===== src/rtl/wb_regfile.sv =====
// Writeback-end register file: eight registers, two registered read ports with
// write-to-read bypass, and a load scoreboard that stalls decode on read-after-load.
module wb_regfile #(
  parameter int DATA_WIDTH = 10,
  parameter int ADDR_WIDTH = 3
) (
  input  logic                         clk,
  input  logic                         reset,
  input  logic                         wb_en,
  input  logic [ADDR_WIDTH-1:0]        wb_addr,
  input  logic [DATA_WIDTH-1:0]        wb_data,
  input  logic                         rd_en1,
  input  logic [ADDR_WIDTH-1:0]        rd_addr1,
  input  logic                         rd_en2,
  input  logic [ADDR_WIDTH-1:0]        rd_addr2,
  output logic [DATA_WIDTH-1:0]        rd_data1,
  output logic [DATA_WIDTH-1:0]        rd_data2,
  input  logic                         issue_load,
  input  logic [ADDR_WIDTH-1:0]        issue_addr,
  output logic                         stall,
  output logic [(2**ADDR_WIDTH)-1:0]   pending
);

  localparam int NUM_REGS = 2**ADDR_WIDTH;

  logic [DATA_WIDTH-1:0] regs_q [NUM_REGS];
  logic [DATA_WIDTH-1:0] rd_data1_q, rd_data1_d;
  logic [DATA_WIDTH-1:0] rd_data2_q, rd_data2_d;
  logic [NUM_REGS-1:0]   pending_q, pending_d;

  logic byp1, byp2;
  logic hit1, hit2;
  logic stall_c;

  // A register completing its writeback this cycle never stalls: the bypass
  // hands its data straight to the read port.
  always_comb begin
    byp1       = wb_en && (wb_addr == rd_addr1);
    byp2       = wb_en && (wb_addr == rd_addr2);
    hit1       = rd_en1 && pending_q[rd_addr1] && !byp1;
    hit2       = rd_en2 && pending_q[rd_addr2] && !byp2;
    stall_c    = !reset && (hit1 || hit2);
    rd_data1_d = byp1 ? wb_data : regs_q[rd_addr1];
    rd_data2_d = byp2 ? wb_data : regs_q[rd_addr2];
  end

  // Set beats clear: a new load overtaking a completing one keeps the bit high.
  // A stalled decode holds its instruction, so its load is not issued yet.
  always_comb begin
    // NOTE: every always_comb output gets a full default first so no latch is inferred.
    pending_d = '0;
    for (int n = 0; n < NUM_REGS; n++) begin
      pending_d[n] = (issue_load && !stall_c && (issue_addr == ADDR_WIDTH'(n)))
                  || (pending_q[n] && !(wb_en && (wb_addr == ADDR_WIDTH'(n))));
    end
  end

  always_ff @(posedge clk) begin
    if (reset) begin
      // NOTE: the register array is reset because software relies on every
      // register reading zero after reset; this forces flops rather than a RAM.
      for (int i = 0; i < NUM_REGS; i++) begin
        regs_q[i] <= '0;
      end
      rd_data1_q <= '0;
      rd_data2_q <= '0;
      pending_q  <= '0;
    end else begin
      // NOTE: sequential state uses non-blocking assignments so every flop
      // samples pre-edge values regardless of statement order.
      if (wb_en) begin
        regs_q[wb_addr] <= wb_data;
      end
      rd_data1_q <= rd_data1_d;
      rd_data2_q <= rd_data2_d;
      pending_q  <= pending_d;
    end
  end

  assign rd_data1 = rd_data1_q;
  assign rd_data2 = rd_data2_q;
  assign pending  = pending_q;
  assign stall    = stall_c;

endmodule


===== config.mk =====
export PLATFORM = sky130hd
export DESIGN_NAME = wb_regfile
export DESIGN_NICKNAME = d
export VERILOG_FILES = /design/src/rtl/wb_regfile.sv
export SDC_FILE = /design/constraint.sdc
export NUM_CORES = 1
export LEC_CHECK = 0
export CELL_PAD_IN_SITES_DETAIL_PLACEMENT = 0
export CELL_PAD_IN_SITES_GLOBAL_PLACEMENT = 2
export CORE_MARGIN = 2
export CORE_UTILIZATION = 40
export CTS_CLUSTER_DIAMETER = 30
export DETAILED_ROUTE_END_ITERATION = 16
export PLACE_DENSITY_LB_ADDON = 0.05
export SETUP_SLACK_MARGIN = 0.2
export SLEW_MARGIN = 0
export SYNTH_ARGS = -nofsm -noshare
export SYNTH_HDL_FRONTEND = slang
export SYNTH_SLANG_ARGS = --single-unit

===== constraint.sdc =====
create_clock -name clk -period 1.95 [get_ports clk]
set_clock_uncertainty 0.15 [all_clocks]
set_input_delay 0.2925 -clock clk [delete_from_list [all_inputs] [get_ports clk]]
set_output_delay 0.2925 -clock clk [all_outputs]
set_load 0.05 [all_outputs]

# After elaboration in Yosys (flattened, before gate mapping)
# Memories as Yosys holds them, arrays and structs flattened. A register that Yosys moved wholly into a read port is not among the register bits.
# Cells that the tools add are included.
# Widths: inputs -> output; s select.
[totals]
reg_bits = 8
mem_bits_rw = 80
output_inout_bits = 29
n_memories = 1
[mem_list]
columns = ["memory", "depth", "width", "rd", "rd_ports_with_merged_regs", "wr", "line_no", "rtl"]
rows = [
  ["regs_q", 8, 10, 2, 2, 8, "26", "logic [DATA_WIDTH-1:0] regs_q [NUM_REGS];"],
]
[classes]
order_cmp = 2
eq_ne = 16
muxes = 12
n_reduce_logical = 56
[ops]
columns = ["operator", "count"]
rows = [
  ["$logic_and 1x1->1", 32],
  ["$eq 3x3->1 const B", 8],
  ["$eq 3x2->1 const B", 4],
  ["$logic_not 1->1", 12],
  ["$mux 10", 1],
  ["$reduce_or 10->1", 1],
  ["$logic_or 1x1->1", 9],
  ["$lt 3x4->1 const B", 2],
  ["$mux 1", 8],
  ["$bmux 1 s3", 2],
  ["$eq 3x1->1 const B", 2],
  ["$eq 3x3->1", 2],
  ["$logic_not 3->1", 2],
  ["$mux 3", 1],
]

# Longest topological paths before layout
# Gate-level depths: netlist of the first run.
[depth]
ltp_word = 10
ltp_mapped = 7

# Worst setup path after synthesis of the first run
# OpenSTA, ideal clock, no wires.
[synth_path]
path_type = "register to output"
from = "register pending_q[1], in the netlist pending[1]"
to = "output stall"
arrival_time_ns = 1.960
required_time_ns = 1.507
path_slack_ns = -0.453
path_stages_with_launch = 7
n_path_buf = 1
path_cell_list = "dfxtp_1 -> mux2_4 -> o31a_1 -> nand4_1 -> o21a_1 -> buf_6 -> nor2_1"
[synth_between]
elab_chain_cells = 6
elab_cells_between_ends = 10
classes_between = "4 x mux; 6 x reduce/logical"
[synth_rtl]
columns = ["item", "line_no", "rtl"]
rows = [
  ["from (decl)", "29", "logic [NUM_REGS-1:0] pending_q, pending_d;"],
  ["from (signal assigned)", "76", "pending_q <= pending_d;"],
  ["$bmux 1 s3 (on tied branches)", "40, 41", ""],
  ["$mux 1 (on tied branches)", "40, 41", ""],
  ["$logic_and 1x1->1 (on tied branches) (2 in a row)", "40, 41", ""],
  ["$logic_or 1x1->1 *", "42", "stall_c = !reset && (hit1 || hit2);"],
  ["$logic_and 1x1->1 *", "42", ""],
  ["to (decl)", "20", "output logic stall,"],
]
# Every way passes the cells marked *; elsewhere a longest branch is shown, timed or not. The select of a mux whose other input is x is not followed.

# Worst setup path in the final report of the first run
[layout_path]
from = "register pending_q[0], in the netlist pending[0]"
to = "output stall"
# Same word-level chain as after synthesis.

==> results of run 1 <==
-- repair_timing --
item,4_1_cts,5_1_grt
endpoints found under the setup margin,151,94
pin swaps,3,4
gates cloned,1,0
buffers inserted,6,0
gates resized for setup,46,14
-- registers in the layout, indices dropped and copies added (netlist names) --
register,count
regs_q,80
rd_data1,10
rd_data2,10
pending,8
-- synth_stat cells --
| cell type | n | area, um2 |
|---|---|---|
| and2_1 | 80 | 500 |
| edfxtp_1 | 80 | 2400 |
| mux4_2 | 40 | 901 |
| nor2_1 | 36 | 135 |
| dfxtp_1 | 28 | 561 |
| mux2i_1 | 26 | 260 |
| a211oi_1 | 20 | 150 |
| buf_2 | 13 | 65.1 |
| inv_1 | 9 | 33.8 |
| a32o_1 | 8 | 80.1 |
| clkbuf_1 | 7 | 26.3 |
| xnor2_1 | 6 | 52.6 |
| nor2b_1 | 5 | 31.3 |
| a31oi_1 | 4 | 25.0 |
| buf_4 | 4 | 30.0 |
| nand3b_1 | 4 | 30.0 |
| a21oi_1 | 3 | 15.0 |
| nand3_1 | 3 | 15.0 |
| nand4_1 | 3 | 18.8 |
| buf_6 | 2 | 22.5 |
| nand2_1 | 2 | 7.51 |
| nand2b_1 | 2 | 12.5 |
| a22oi_1 | 1 | 7.51 |
| buf_1 | 1 | 3.75 |
| clkbuf_2 | 1 | 5.00 |
| mux2_1 | 1 | 11.3 |
| mux2_4 | 1 | 15.0 |
| nor3_1 | 1 | 5.00 |
| nor3_2 | 1 | 10.0 |
| o21a_1 | 1 | 7.51 |
| o311ai_1 | 1 | 8.76 |
| o31a_1 | 1 | 8.76 |
| or3b_1 | 1 | 8.76 |
| or3b_2 | 1 | 8.76 |
-- layout make-up --
class	instances	area, um2	area share
Clock buffer	10	229	0.0322
Clock inverter	6	87.6	0.0123
Tap cell	176	220	0.0310
Multi-Input combinational cell	252	2400	0.338
Inverter	9	33.8	0.00475
Timing Repair Buffer	116	1140	0.161
Sequential cell	108	2990	0.421
-- worst register-to-register path, stage by stage (launching register included) --
cell and delay [ps]:
dfxtp_4 360, mux2_4 260, o31a_1 250, nand4_1 90
o21a_1 190, buf_4 140, buf_6 110, a32o_1 150
-- power by group --
| group | internal, uW | leakage (uW) | total [uW] | switching, uW |
|---|---|---|---|---|
| clock network | 1130 | 0.000157 | 2010 | 876 |
| registers | 2620 | 0.00101 | 2690 | 70.5 |
| logic | 466 | 0.00158 | 1050 | 581 |
| total | 4220 | 0.00275 | 5750 | 1530 |
-- worst paths after layout --
| path | endpoint | slack (ps) | depth (start not counted) |
|---|---|---|---|
| hold reg to reg | pending[3] | 360 | 1 |
| setup reg to reg | pending[3] | 180 | 7 |
| setup / recovery | stall | -200 | 6 |
| hold / removal | rd_data1[3] | 330 | 4 |
-- cells by family after synthesis --
logic type | Yosys count | synth area share
AO/OA/AOI/OAI | 39 | 0.0553
buffers and inverters | 37 | 0.0340
XOR/XNOR | 6 | 0.00960
AND/OR/NAND/NOR | 139 | 0.143
flip-flops | 108 | 0.541
multiplexers | 68 | 0.217
-- per-layer routing --
metal / global-route usage / up-vias
li1: - / 1704
met3: 0.0367 / 22
met5: 0 / -
met2: 0.405 / 114
met1: 0.296 / 1873
met4: 0.0807 / 0
-- through the flow --
step / TNS (ps) / util / power [uW] / worst slack (ps) / instances
floorplan: 0 / - / 3350 / 179 / 397
global placement: -35510 / 0.498 / 3780 / -414 / 654
detailed placement: -37080 / 0.498 / 3790 / -443 / 654
CTS: -200 / 0.531 / 5780 / -200 / 677
global route: -252 / 0.535 / 5940 / -252 / 677
finish: -198 / 0.535 / 5750 / -198 / 677
==> results.sh, run 1 <==
export IMPL_avgSynthCellArea_um2=13.8
export IMPL_setup_viol=1
export IMPL_cp_arrival_ps=1710
export IMPL_endpoint_kind="output pin"
export IMPL_drive_above_1_share=0.309
export IMPL_die_w_um=121
export IMPL_route_met2_wl_um=8220
export IMPL_violations="negative setup slack"
export IMPL_wl_met1_um=6510
export IMPL_via_count=3713
export IMPL_layout_common_cells="and2_1 (80), edfxtp_1 (80), buf_4 (49)"
export IMPL_worst_path_buf_inv=1
export IMPL_cts_tree="built"
export IMPL_cp_startpoint="pending[0]"
export IMPL_mappedNetlistArea_um2=5480
export IMPL_p_per_area_nw_per_um2=808
export IMPL_port_buffers=56
export IMPL_clk_latency_ps=360
export IMPL_ys_ff_latch=108
export IMPL_finish_instance_area_um2=7110
export IMPL_die_area_um2=14600
export IMPL_whs_ps=330
export IMPL_top_layer="met4"
export IMPL_critPathMaxFanout=4
export IMPL_ys_warn_count=0
export IMPL_cap_viol_max_count=0
export IMPL_ys_seq_area_frac=0.541
export IMPL_clock_sinks=108
export IMPL_wl_met3_um=798
export IMPL_antenna_found_initial=0
export IMPL_wl_per_cell_um=23.4
export IMPL_cp_top_family="compound AO/OA/AOI/OAI gates"
export IMPL_cts_root_buffer="clkbuf_16"
export IMPL_fillers=1137
export IMPL_grt_pass1_wl_um=24300
export IMPL_start_kind="flop"
export IMPL_coreArea_um2=13300
export IMPL_report_final_slew_viol_count=0
export IMPL_grt_ovfl_total=0
export IMPL_drtPass1Iterations=4
export IMPL_ys_types=34
export IMPL_ir_drop_mv=0.393
export IMPL_dpl_instance_area_um2=6630
export IMPL_synth_fp_nets=425
export IMPL_clock_fmax_mhz=466
export IMPL_hold_class="input port to flop"
export IMPL_grt_max_degree=25
export IMPL_num_rows=42
export IMPL_clockBufferDepth=2
export IMPL_vias_per_cell=5.48
export IMPL_reg2reg_from="pending[0]"
export IMPL_final_net_count=524
export IMPL_first_iter_violations=259
export IMPL_worst_pin_slew_ps=522
export IMPL_fin_crit_ps=2150
export IMPL_fp_dieH_um=121
export IMPL_htreeDepth=3
export IMPL_syn2layout_area_growth_pct=29.9
export IMPL_hold_viol_final=0
export IMPL_hpwl_um=10700
export IMPL_path_class="flop to output pin"
export IMPL_critPathRequiredTime_ps=1510
export IMPL_postRouteAntennaNets=0
export IMPL_outcome="finished, violations left"
export IMPL_io_pin_count=57
export IMPL_rsz0062_at_grt="true"
export IMPL_relSlewSlack=0.653
export IMPL_path_cells="mux2_4, o31a_1, nand4_1, o21a_1, nor2_4, buf_8"
export IMPL_hold_buffers=0
export IMPL_fin_crit_sh=1.10
export IMPL_grtUsageTotal=0.233
export IMPL_place_congestion=0.875
export IMPL_total_leakage_power_uw=0.00275
export IMPL_num_antenna_cells=0
export IMPL_route_detailed_drc=0
export IMPL_cp_slowest_cell="dfxtp_4"
export IMPL_hold_start="reset"
export IMPL_first_global_vias=3994
export IMPL_clk_pin_slew_worst_paths_ps=80
export IMPL_start_util=0.412
export IMPL_synthCells=397
export IMPL_wirelength_um=15800
export IMPL_setup_ws_ps=-198
export IMPL_cts_buffers_inserted=9
export IMPL_critPathMaxStageDelay_ps=360
Power figures use the tool's default switching activity.
==> run 2, diff against run 1 <==
- SKIP_LAST_GASP: not set -> 1
==> results of run 2 <==
Same layout as run 1: the final DEF is identical, and so are final timing and power.
Main changes from that run: number of gates resized after CTS 46 -> 45; met2 usage 0.405 -> 0.406
==> run 3, diff against run 2 <==
- SETUP_SLACK_MARGIN: 0.2 -> 0.05
==> results.sh, run 3 (same netlist as run 1, synthesis figures left out) <==
export IMPL_outcome="finished, violations left"
export IMPL_violations="negative setup slack"
export IMPL_antenna_found_initial=0
export IMPL_endpoint_kind="output pin"
export IMPL_vias_per_cell=5.37
export IMPL_p_switching_uw=1480
export IMPL_io_pin_count=57
export IMPL_fp_dieH_um=121
export IMPL_whs_path_depth=1
export IMPL_critPathMaxStageDelay_ps=340
export IMPL_top_register="regs_q"
export IMPL_place_inst=659
export IMPL_hold_end="pending[4]"
export IMPL_relSlewSlack=0.551
export IMPL_cts_root_buffer="clkbuf_16"
export IMPL_power_frac_seq=0.496
export IMPL_whs_ps=351
export IMPL_setup_ws_ps=-154
export IMPL_num_antenna_cells=0
export IMPL_place_congestion=0.820
export IMPL_postRouteAntennaNets=0
export IMPL_report_final_slew_viol_count=0
export IMPL_die_w_um=121
export IMPL_num_rows=42
export IMPL_route_detailed_drc=0
export IMPL_start_util=0.412
export IMPL_hold_viol_final=0
export IMPL_cts_buffers_inserted=9
export IMPL_grtUsageTotal=0.207
export IMPL_cap_viol_max_count=0
export IMPL_port_buffers=56
export IMPL_cts_tree="built"
export IMPL_critPathMaxFanout=3
export IMPL_ir_drop_mv=0.479
export IMPL_hpwl_um=10400
export IMPL_clock_sinks=108
export IMPL_reg2reg_to="pending[1]"
export IMPL_p_comb_frac=0.191
export IMPL_hold_class="flop to flop"
export IMPL_start_kind="flop"
export IMPL_layout_common_cells="and2_1 (80), edfxtp_1 (80), buf_4 (56)"
export IMPL_largest_reg_flops=80
export IMPL_hold_start="pending[4]"
export IMPL_rsz0062_at_grt="true"
export IMPL_wirelength_um=14300
export IMPL_grt_max_degree=28
export IMPL_die_area_um2=14600
export IMPL_setup_viol=1
export IMPL_switching_share=0.272
export IMPL_grt_ovfl_total=0
export IMPL_total_leakage_power_uw=0.00275
export IMPL_reg2reg_from="pending[1]"
export IMPL_clk_pin_slew_worst_paths_ps=60
export IMPL_clock_fmax_mhz=475
export IMPL_p_per_area_nw_per_um2=779
export IMPL_critPathRequiredTime_ps=1510
export IMPL_drive_above_1_share=0.287
export IMPL_drtPass1Iterations=4
export IMPL_pre_cts_ws_ps=-341
export IMPL_clk_latency_ps=350
export IMPL_first_iter_violations=232
export IMPL_fin_crit_ps=2100
export IMPL_worst_pin_slew_ps=671
export IMPL_final_net_count=524
export IMPL_intPower_uw=3960
export IMPL_htreeDepth=3
export IMPL_grt_pass1_wl_um=21600
export IMPL_pwr_share_clk=0.314
export IMPL_timing_reg2reg_setup_slack_ps=110
export IMPL_clockBufferDepth=2
export IMPL_coreArea_um2=13300
export IMPL_wl_per_cell_um=21.1
export IMPL_cp_arrival_ps=1660
export IMPL_path_cells="mux2_4, o31a_1, nand4_1, o21a_1, nor2_4, buf_6"
export IMPL_fin_crit_sh=1.08
export IMPL_via_count=3635
export IMPL_first_global_vias=3525
export IMPL_syn2layout_area_growth_pct=27.7
export IMPL_reg2reg_depth=8
export IMPL_cp_slowest_cell="dfxtp_2"
export IMPL_path_class="flop to output pin"
export IMPL_fin_cells=677
==> run 3: how the worst max path moves through the flow <==
stage | from | end | slack [ps] | depth (start not counted)
6_report | pending[0] | stall | -150 | 6
2_1_floorplan | pending[1] | stall | 130 | 6
5_1_grt | pending[0] | stall | -210 | 6
3_3_place_gp | wb_addr[2] | regs_q[2][4] | -340 | 6
3_5_place_dp | rd_addr1[1] | stall | -340 | 6
4_1_cts | pending[0] | stall | -150 | 6
==> run 3: layout make-up <==
type / count / area [um2]
clock buffer: 10 / 229
clock inverter: 6 / 38.8
fill: 1172 / 6300
inverter: 9 / 33.8
multi-input combinational: 252 / 2360
sequential: 108 / 2970
tap: 176 / 220
timing repair buffer: 116 / 1140
==> run 3: worst max-delay path, delay by kind of cell, from the launching register on <==
family | cells | cell delay [ps]
compound gates | 2 | 420
simple gates | 2 | 130
buf+inv | 1 | 160
flops | 1 | 340
mux | 1 | 270
==> run 3: power groups by stage <==
stage	Combinational (uW)	Sequential (uW)	Clock (uW)
2_1_floorplan	442	2910	0
3_3_place_gp	1050	2740	0
3_5_place_dp	1050	2750	0
4_1_cts	1040	2700	1730
5_1_grt	1100	2710	1840
6_report	1040	2700	1710
==> run 3: timing repair <==
item                                    4_1_cts  5_1_grt
hold buffers                                  0        0
resized for setup                            23        9
setup buffers                                 1        1
endpoints found under the setup margin       27       29
pin swaps                                     4        3
==> run 3: metrics by stage <==
step	instance area (um2)	total power [uW]	setup TNS, ps	utilization
global route	6990	5650	-211	0.526
floorplan	5490	3350	0	-
CTS	6960	5470	-155	0.524
detailed placement	6680	3800	-28460	0.502
global placement	6680	3790	-26940	0.502
finish	6990	5440	-154	0.526
==> run 3: layer usage <==
layer	part of all wire	track usage	vias to the layer above	wire length, um
li1	-	-	1693	-
met1	0.49	0.318	1863	6990
met2	0.46	0.302	65	6520
met3	0.043	0.0320	14	617
met4	0.013	0.0618	0	184
met5	0	0	-	0
